File: config.mk
export PLATFORM = sky130hd
export DESIGN_NAME = operand_fetch
export DESIGN_NICKNAME = d
export VERILOG_FILES = /design/src/rtl/rv32i_pkg.sv /design/src/rtl/imm_gen.sv /design/src/rtl/operand_fetch.sv
export SDC_FILE = /design/constraint.sdc
export NUM_CORES = 1
export LEC_CHECK = 0
export CORE_ASPECT_RATIO = 1.4
export CORE_UTILIZATION = 40
export CTS_BUF_LIST = sky130_fd_sc_hd__clkbuf_2 sky130_fd_sc_hd__clkbuf_4 sky130_fd_sc_hd__clkbuf_8
export DETAILED_ROUTE_END_ITERATION = 12
export GPL_TIMING_DRIVEN = 0
export PLACE_DENSITY_LB_ADDON = 0.12
export RECOVER_POWER = 25
export SLEW_MARGIN = 30
export SYNTH_ARGS = -nofsm -noshare
export SYNTH_HDL_FRONTEND = slang
export SYNTH_HIERARCHICAL = 1
export SYNTH_SLANG_ARGS = --single-unit
File: constraint.sdc
create_clock -name Clk -period 2.5 [get_ports Clk]
set_clock_uncertainty 0.1 [all_clocks]
set_input_delay 0.375 -clock Clk [delete_from_list [all_inputs] [get_ports Clk]]
set_output_delay 0.375 -clock Clk [all_outputs]
set_load 0.01 [all_outputs]
File: src/rtl/rv32i_pkg.sv
// Shared RV32I opcode constants, operand-fetch state encoding and small decode helpers
// used by the operand fetch stage and its immediate generator.
package rv32i_pkg;

  localparam logic [6:0] OPC_LOAD   = 7'b0000011;
  localparam logic [6:0] OPC_STORE  = 7'b0100011;
  localparam logic [6:0] OPC_BRANCH = 7'b1100011;
  localparam logic [6:0] OPC_JAL    = 7'b1101111;
  localparam logic [6:0] OPC_JALR   = 7'b1100111;
  localparam logic [6:0] OPC_LUI    = 7'b0110111;
  localparam logic [6:0] OPC_AUIPC  = 7'b0010111;
  localparam logic [6:0] OPC_OP_IMM = 7'b0010011;
  localparam logic [6:0] OPC_OP     = 7'b0110011;

  typedef enum logic {
    ST_RUN   = 1'b0,
    ST_STALL = 1'b1
  } fetch_state_e;

  typedef struct packed {
    logic [31:0] pc;
    logic [31:0] rs1Val;
    logic [31:0] rs2Val;
    logic [31:0] imm;
    logic [4:0]  rd;
    logic [6:0]  opcode;
    logic [2:0]  funct3;
    logic        funct7b5;
  } exec_bundle_t;

  function automatic logic uses_rs1(input logic [6:0] opc);
    return !((opc == OPC_LUI) || (opc == OPC_AUIPC) || (opc == OPC_JAL));
  endfunction

  function automatic logic uses_rs2(input logic [6:0] opc);
    return (opc == OPC_OP) || (opc == OPC_STORE) || (opc == OPC_BRANCH);
  endfunction

  // x0 reads as zero; a same-cycle writeback to the register wins over the file
  function automatic logic [31:0] bypass_operand(input logic [4:0]  addr,
                                                 input logic [31:0] rfData,
                                                 input logic        wbEn,
                                                 input logic [4:0]  wbAddr,
                                                 input logic [31:0] wbData);
    if (addr == 5'd0) begin
      return 32'd0;
    end else if (wbEn && (wbAddr == addr)) begin
      return wbData;
    end
    return rfData;
  endfunction

endpackage

File: src/rtl/imm_gen.sv
// Combinational RV32I immediate generator; formats without an immediate
// (register-register ops and unknown opcodes) produce zero.
module imm_gen
  import rv32i_pkg::*;
(
  input  logic [31:0] Instr,
  output logic [31:0] Imm
);

  always_comb begin
    Imm = 32'd0;
    case (Instr[6:0])
      OPC_OP_IMM, OPC_LOAD, OPC_JALR:
        Imm = {{20{Instr[31]}}, Instr[31:20]};
      OPC_STORE:
        Imm = {{20{Instr[31]}}, Instr[31:25], Instr[11:7]};
      OPC_BRANCH:
        Imm = {{19{Instr[31]}}, Instr[31], Instr[7], Instr[30:25], Instr[11:8], 1'b0};
      OPC_LUI, OPC_AUIPC:
        Imm = {Instr[31:12], 12'd0};
      OPC_JAL:
        Imm = {{11{Instr[31]}}, Instr[31], Instr[19:12], Instr[20], Instr[30:21], 1'b0};
      default:
        Imm = 32'd0;
    endcase
  end

endmodule

File: src/rtl/operand_fetch.sv
// Operand fetch stage: reads rs1/rs2 with writeback bypass, builds the immediate and
// registers the decoded instruction toward execute, holding load-dependent instructions.
module operand_fetch
  import rv32i_pkg::*;
#(
  parameter int LOAD_STALL_CYCLES = 2
) (
  input  logic        Clk,
  input  logic        Rst_n,
  input  logic        InValid,
  output logic        InReady,
  input  logic [31:0] InInstr,
  input  logic [31:0] InPC,
  input  logic        Flush,
  output logic [4:0]  AddrA,
  output logic [4:0]  AddrB,
  input  logic [31:0] DataA,
  input  logic [31:0] DataB,
  input  logic        WbEn,
  input  logic [4:0]  WbAddr,
  input  logic [31:0] WbData,
  output logic        OutValid,
  input  logic        OutReady,
  output logic [31:0] OutPC,
  output logic [31:0] OutRs1Val,
  output logic [31:0] OutRs2Val,
  output logic [31:0] OutImm,
  output logic [4:0]  OutRd,
  output logic [6:0]  OutOpcode,
  output logic [2:0]  OutFunct3,
  output logic        OutFunct7b5
);

  localparam int CountW = (LOAD_STALL_CYCLES > 1) ? $clog2(LOAD_STALL_CYCLES + 1) : 1;
  localparam logic [CountW-1:0] CountInit = CountW'(LOAD_STALL_CYCLES);
  localparam logic [CountW-1:0] CountOne  = CountW'(1);

  logic [6:0]  opcode;
  logic [4:0]  rs1;
  logic [4:0]  rs2;
  logic [31:0] imm;
  logic [31:0] rs1Val;
  logic [31:0] rs2Val;
  logic        useRs1;
  logic        useRs2;
  logic        hazOut;
  logic        hazStall;
  logic        hazard;
  logic        inReady;
  logic        transfer;
  logic        loadLeaves;

  exec_bundle_t      out_q;
  exec_bundle_t      out_d;
  logic              outValid_q;
  logic              outValid_d;
  fetch_state_e      state_q;
  fetch_state_e      state_d;
  logic [CountW-1:0] count_q;
  logic [CountW-1:0] count_d;
  logic [4:0]        loadRd_q;
  logic [4:0]        loadRd_d;

  assign opcode = InInstr[6:0];
  assign rs1    = InInstr[19:15];
  assign rs2    = InInstr[24:20];
  assign AddrA  = rs1;
  assign AddrB  = rs2;

  imm_gen u_imm_gen (
    .Instr (InInstr),
    .Imm   (imm)
  );

  assign rs1Val = bypass_operand(rs1, DataA, WbEn, WbAddr, WbData);
  assign rs2Val = bypass_operand(rs2, DataB, WbEn, WbAddr, WbData);
  assign useRs1 = uses_rs1(opcode);
  assign useRs2 = uses_rs2(opcode);

  // Dependence on a load still sitting in the execute register, or one that left recently
  assign hazOut = outValid_q && (out_q.opcode == OPC_LOAD) && (out_q.rd != 5'd0) &&
                  ((useRs1 && (rs1 != 5'd0) && (rs1 == out_q.rd)) ||
                   (useRs2 && (rs2 != 5'd0) && (rs2 == out_q.rd)));
  assign hazStall = (state_q == ST_STALL) &&
                    ((useRs1 && (rs1 == loadRd_q)) || (useRs2 && (rs2 == loadRd_q)));
  assign hazard   = hazOut || hazStall;

  assign inReady    = Flush || ((!outValid_q || OutReady) && !hazard);
  assign transfer   = InValid && inReady && !Flush;
  assign loadLeaves = outValid_q && OutReady && (out_q.opcode == OPC_LOAD) &&
                      (out_q.rd != 5'd0);

  always_comb begin
    outValid_d = outValid_q;
    out_d      = out_q;
    if (Flush) begin
      outValid_d = 1'b0;
    end else if (transfer) begin
      outValid_d     = 1'b1;
      out_d.pc       = InPC;
      out_d.rs1Val   = rs1Val;
      out_d.rs2Val   = rs2Val;
      out_d.imm      = imm;
      out_d.rd       = InInstr[11:7];
      out_d.opcode   = opcode;
      out_d.funct3   = InInstr[14:12];
      out_d.funct7b5 = InInstr[30];
    end else if (outValid_q && OutReady) begin
      outValid_d = 1'b0;
    end
  end

  // A departing load restarts the hold window even if one is already running
  always_comb begin
    state_d  = state_q;
    count_d  = count_q;
    loadRd_d = loadRd_q;
    if (Flush) begin
      state_d = ST_RUN;
      count_d = '0;
    end else if (loadLeaves && (LOAD_STALL_CYCLES > 0)) begin
      state_d  = ST_STALL;
      count_d  = CountInit;
      loadRd_d = out_q.rd;
    end else if (state_q == ST_STALL) begin
      if (count_q <= CountOne) begin
        state_d = ST_RUN;
        count_d = '0;
      end else begin
        count_d = count_q - CountOne;
      end
    end
  end

  always_ff @(posedge Clk or negedge Rst_n) begin
    if (!Rst_n) begin
      outValid_q <= 1'b0;
      out_q      <= '0;
    end else begin
      outValid_q <= outValid_d;
      out_q      <= out_d;
    end
  end

  always_ff @(posedge Clk or negedge Rst_n) begin
    if (!Rst_n) begin
      state_q  <= ST_RUN;
      count_q  <= '0;
      loadRd_q <= 5'd0;
    end else begin
      state_q  <= state_d;
      count_q  <= count_d;
      loadRd_q <= loadRd_d;
    end
  end

  assign InReady     = inReady;
  assign OutValid    = outValid_q;
  assign OutPC       = out_q.pc;
  assign OutRs1Val   = out_q.rs1Val;
  assign OutRs2Val   = out_q.rs2Val;
  assign OutImm      = out_q.imm;
  assign OutRd       = out_q.rd;
  assign OutOpcode   = out_q.opcode;
  assign OutFunct3   = out_q.funct3;
  assign OutFunct7b5 = out_q.funct7b5;

endmodule

Word-level counts from Yosys, hierarchy flattened
Index checks and enable logic that the tools add are counted.
{ "totals": {"in_bits": 171, "output_inout_bits": 156, "reg_bits": 153, "word_cells": 95} }
{ "classes": {"magnitude_cmp": 1, "addsub": 1, "n_reduce_logical": 42, "n_mux": 22, "eq_ne": 16, "n_bitwise": 1} }
{ "op_table": {"columns": ["op", "n"], "rows": [
  ["32-bit two-way mux", 6],
  ["32-bit case mux with 5 select lines", 1],
  ["5-bit equality test", 6],
  ["7-bit by 6-bit equality test with 1-bit output (second input constant)", 3],
  ["7-bit equality test (second input constant)", 3],
  ["1-bit logical AND", 18],
  ["5-bit nonzero test", 3],
  ["7-bit by 2-bit equality test with 1-bit output (second input constant)", 2],
  ["7-bit by 5-bit equality test with 1-bit output (second input constant)", 2],
  ["1-bit two-way mux", 11],
  ["5-bit zero test", 2],
  ["1-bit logical OR", 9],
  ["2-bit two-way mux", 4],
  ["3-bit nonzero test", 2],
  ["1-bit zero test", 4],
  ["2-bit AND reduction", 2],
  ["3-bit OR reduction", 1],
  ["2-bit by 1-bit <= comparator with 1-bit output (second input constant)", 1],
  ["2-bit OR reduction", 1],
  ["2-bit by 1-bit subtractor with 2-bit output (second input constant)", 1],
  ["1-bit inverter", 1]
]} }

Depth between registers and ports, before layout
{ "logic_depth": {"depth_word": 16, "ltp_mapped": 9} }

Cells and area by module
Netlist, hierarchy kept.
{ "modules_own_cells": {"columns": ["module", "instances", "area_per_inst_um2", "seq_area_each_um2", "cells_each"], "rows": [
  ["operand_fetch", 1, 7363.3, 3828.7, 547],
  ["imm_gen", 1, 546.8, 0.0, 79]
]} }

Worst setup path after synthesis
Ideal clock, no wire load.
{ "synth_timing": {"kind": "reg2reg", "start": "reg out_q, in the netlist OutRd[0]", "end": "reg out_q, in the netlist OutImm[0]", "arrival_ps": 2371, "n_path_buf": 3, "path_stages_with_launch": 10, "period_less_slack_ps": 2596, "setup_ps": 125, "setup_slack_ps": -96, "required_time_ps": 2275, "path_cell_list": "dfrtp_1 -> or4_1 -> o211a_1 -> and4_1 -> a32oi_1 -> nand4_1 -> buf_2 -> buf_6 -> buf_6 -> mux2_4"} }
{ "synth_between": {"elab_chain_cells": 11, "word_cells_on_any_way": 15, "cone_classes": "2 x eq/ne; 13 x reduce/logical"} }
{ "synth_lines": {"columns": ["item", "line", "source"], "rows": [
  ["from (decl)", "operand_fetch.sv:53", "exec_bundle_t out_q;"],
  ["from (signal assigned)", "operand_fetch.sv:141", "out_q <= out_d;"],
  ["5-bit equality test (on tied branches)", "operand_fetch.sv:82, operand_fetch.sv:83", null],
  ["1-bit logical AND (on tied branches)", "operand_fetch.sv:82, operand_fetch.sv:83", null],
  ["1-bit logical OR", "operand_fetch.sv:82", "((useRs1 && (rs1 != 5'd0) && (rs1 == out_q.rd)) ||"],
  ["1-bit logical AND *", "operand_fetch.sv:81", "assign hazOut = outValid_q && (out_q.opcode == OPC_LOAD) && (out_q.rd != 5'd0) &&"],
  ["1-bit logical OR *", "operand_fetch.sv:86", "assign hazard = hazOut || hazStall;"],
  ["1-bit zero test *", "operand_fetch.sv:88", "assign inReady = Flush || ((!outValid_q || OutReady) && !hazard);"],
  ["1-bit logical AND *", "operand_fetch.sv:88", null],
  ["1-bit logical OR *", "operand_fetch.sv:88", null],
  ["1-bit logical AND * (2 in a row)", "operand_fetch.sv:89", "assign transfer = InValid && inReady && !Flush;"],
  ["2-bit AND reduction (no line) *", null, null]
]} }
Mark *: on every way between the ends. The rest lies on a longest branch, timed or not.
A chain may end at the register's enable or synchronous reset.

Final worst setup path
{ "layout_timing": {"start": "reg out_q, in the netlist OutRd[0]", "end": "out InReady"} }
{ "layout_between": {"elab_chain_cells": 8, "word_cells_on_any_way": 12, "cone_classes": "2 x eq/ne; 10 x reduce/logical"} }
{ "layout_lines": {"columns": ["item", "line", "source"], "rows": [
  ["5-bit equality test (on tied branches)", "operand_fetch.sv:82, operand_fetch.sv:83", null],
  ["1-bit logical AND (on tied branches)", "operand_fetch.sv:82, operand_fetch.sv:83", null],
  ["1-bit logical OR", "operand_fetch.sv:82", null],
  ["1-bit logical AND *", "operand_fetch.sv:81", null],
  ["1-bit logical OR *", "operand_fetch.sv:86", null],
  ["1-bit zero test *", "operand_fetch.sv:88", null],
  ["1-bit logical AND *", "operand_fetch.sv:88", null],
  ["1-bit logical OR *", "operand_fetch.sv:88", null],
  ["to (decl)", "operand_fetch.sv:11", "output logic InReady,"]
]} }
Marks and branches as above.

==> results.yml <==
critical_path:
  start_kind: "register"
  r2r_slack_ns: -0.35
  cp-end-kind: "output pin"
  cpPeakStageDelay_ns: 0.53
  cp.depth: 7
  worst-r2r-cell-count: 10
  path_cells: "or4_4, o211a_4, and4_1, a32oi_2, a21oi_1, nor2b_1, buf_2"
  crit_type: "register to output pin"
  path_max_fanout: 3
  required_ns: 2.03
  crit_buf_inv: 1
  worst-endpoint-arrival_ns: 2.42
  crit_family: "simple AND/OR/NAND/NOR gates"
  slowest_stage: "or4_4"
clock_network:
  cts_tree: "yes"
  cts_made_buffers: 17
  clockBufferDepth: 2
  h-tree-depth: 4
  clockRootBuffer: "clkbuf_8"
  cts.clk_slew.worst_paths_ns: 0.09
  cts_num_sinks: 153
  clock_latency_ns: 0.45
grt:
  grt.total_usage_pct: 25.71
  grt_pass1_wl_um: 38730
  grt_pass1_vias: 6931
  antenna_found_initial: 0
  grt_overflow: 0
  grt_max_degree: 60
timing:
  period_needed_ns: 2.891
  tightestPinTransition_ns: 0.9554
  drv_slew: 0
  whs_ns: 0.4071
  period_share_pct: 115.6
  finalSetupTns_ns: -35.55
  rsz0062_at_grt: "yes"
  slew_headroom_pct: 36.31
  setup_viol: 146
  hold_viol: 0
  max_freq_mhz: 346.0
  worst_slack_ns: -0.3906
synthesis:
  yosysWarnings: 6
  syn_area_sq_um: 7910
  synth.net_count: 797
  synth_cell_type_count: 51
  synth-async-reset-ratio_pct: 100.0
  synth-seq-cells: 153
  yosysSeqAreaShare_pct: 48.40
  synth.avg_cell_area_sq_um: 12.64
  synth_top_flop_cell: "dfrtp_1"
  syn_inst: 626
  synth-edff-count: 0
floorplanning:
  die_height_um: 168.4
  core-area_sq_um: 19290
  die_w_um: 120.9
  rows: 60
  initial_core_util_pct: 41.00
  dieArea_sq_um: 20350
  io_pins: 327
routing:
  drtPass1Iterations: 5
  drtIter0Drc: 274
  routed_via_density: 5.068
  routed_wirelength_um: 25670
  postRouteAntennaNets: 0
  vias: 6406
  drc: 0
  wire_per_inst_um: 20.31
place:
  dp_hpwl_um: 18270
  dpl_worst_slack_ns: -1.421
  placed_area_sq_um: 11540
  dp_cells: 1202
  gp_congestion: 0.8084
  io_buffer_count: 326
finish:
  stdcell_area_sq_um: 12700
  nets: 1175
  diodes: 0
  synthToLayoutAreaGrowth_pct: 60.52
  post-route-util_pct: 65.81
  final_cells: 1264
  final_layout_size_suffix_gt1_share_pct: 27.17
  n_fill_cell: 1523
status:
  status: "complete, but fails checks"
  violations: "setup timing"
power_and_ir_drop:
  finalPower_mw: 7.151
  leakagePower_nw: 5.453
  p_per_area_nw_per_um2: 563.2
  max-vdd-ir-drop_mv: 0.3692
run:
  max-cap-violations: 0
worst_hold_path:
  holdPathStages: 1
  hold_path.class: "register to register"
==> per-layer routing <==
layer	part of all wire (%)	global-route usage, %	wire, um	up-vias
met3	7.2	7.486	1852	44
li1	-	-	-	2964
met1	36	27.16	9353	3132
met2	54	46.98	13750	266
met5	0	0	0	-
met4	2.8	10.57	718	0
==> cell usage in the layout (no fill, tap or decap), types with 3 or more instances in the layout <==
master           instances
clkdlybuf4s50_1        314
dfrtp_1                150
mux2_2                  94
nor2_1                  67
mux2i_1                 65
mux2_4                  55
buf_12                  19
clkbuf_8                19
buf_4                   18
xor2_1                  16
nand3_1                 15
o21ai_0                 15
xnor2_1                 14
clkbuf_1                11
buf_2                   10
buf_16                  10
dlygate4sd2_1            9
buf_8                    8
a21o_2                   8
nand2_1                  7
nor2b_1                  7
clkinvlp_4               6
nor4_1                   5
nand4_1                  4
buf_6                    4
a22o_1                   4
dfrtp_2                  3
inv_1                    3
a21oi_1                  3
and3_1                   3
clkinv_4                 3
and2b_1                  3
==> where the power goes <==
group,internal [mW],switching (mW)
registers,2.83,0.208
clock network,0.843,0.999
logic,1.44,0.838
==> synth_stat cells (all sizes together) (2+ instances only) <==
cell | number | share of area [%]
buf | 38 | 3.3
xnor2 | 14 | 1.6
or4 | 3 | 0.28
nand3b | 2 | 0.19
xor2 | 16 | 1.8
nand4 | 4 | 0.32
and4 | 2 | 0.22
o21a | 2 | 0.19
o21ai | 15 | 0.95
nand2b | 2 | 0.16
nor4 | 5 | 0.40
nand2 | 7 | 0.33
nor2 | 69 | 3.3
dfrtp | 153 | 48
a21o | 8 | 0.89
nor2b | 7 | 0.55
a22o | 4 | 0.44
mux2 | 149 | 24
and3 | 3 | 0.24
nand3 | 15 | 0.95
mux2i | 65 | 8.2
and2b | 3 | 0.28
clkbuf | 11 | 0.52
a21oi | 4 | 0.40
inv | 3 | 0.14
and3b | 3 | 0.36
==> cell type report <==
| type | count | area [sq um] | share of cell area (%) |
|---|---|---|---|
| Timing Repair Buffer | 362 | 3910 | 30.79 |
| Multi-Input combinational cell | 421 | 3834 | 30.19 |
| Sequential cell | 153 | 3832 | 30.18 |
| Buffer | 46 | 419.2 | 3.301 |
| Tap cell | 248 | 310.3 | 2.444 |
| Clock buffer | 19 | 261.5 | 2.060 |
| Clock inverter | 12 | 118.9 | 0.9361 |
| Inverter | 3 | 11.26 | 0.08869 |
==> repair_timing <==
action	CTS	global route
gates cloned	16	1
buffers inserted	19	5
setup endpoints to repair	146	146
hold endpoints to repair	37	0
resized for setup	98	11
pin swaps	4	4
hold buffers	1	0
==> state kept, by name (all words and copies together) (netlist names) <==
name,flops
OutImm,32
OutPC,32
OutRs1Val,32
OutRs2Val,32
OutOpcode,7
OutRd,5
loadRd_q,5
OutFunct3,3
count_q,2
OutFunct7b5,1
OutValid,1
state_q,1
==> final timing paths <==
check                                                from                         to
worst max register to register       OutRd[0]$_DFFE_PN0P_  OutRs2Val[31]$_DFFE_PN0P_
min in group asynchronous                           Rst_n   OutFunct3[1]$_DFFE_PN0P_
worst min register to register  OutRs2Val[30]$_DFFE_PN0P_  OutRs2Val[30]$_DFFE_PN0P_
worst max-delay path                 OutRd[0]$_DFFE_PN0P_                    InReady
max in group asynchronous                           Rst_n       OutRd[2]$_DFFE_PN0P_
worst min-delay path            OutRs2Val[30]$_DFFE_PN0P_  OutRs2Val[30]$_DFFE_PN0P_
==> cell families after synthesis <==
logic type | after synthesis | synth area share, %
xor gates and xnor gates | 30 | 3.322
and+or+nand+nor | 134 | 8.526
muxes | 214 | 31.76
DFF | 153 | 48.40
buffers and inverters | 52 | 3.923
AOI/OAI and AO/OA | 43 | 4.065
Note: power is estimated with default switching activity, not from simulation.
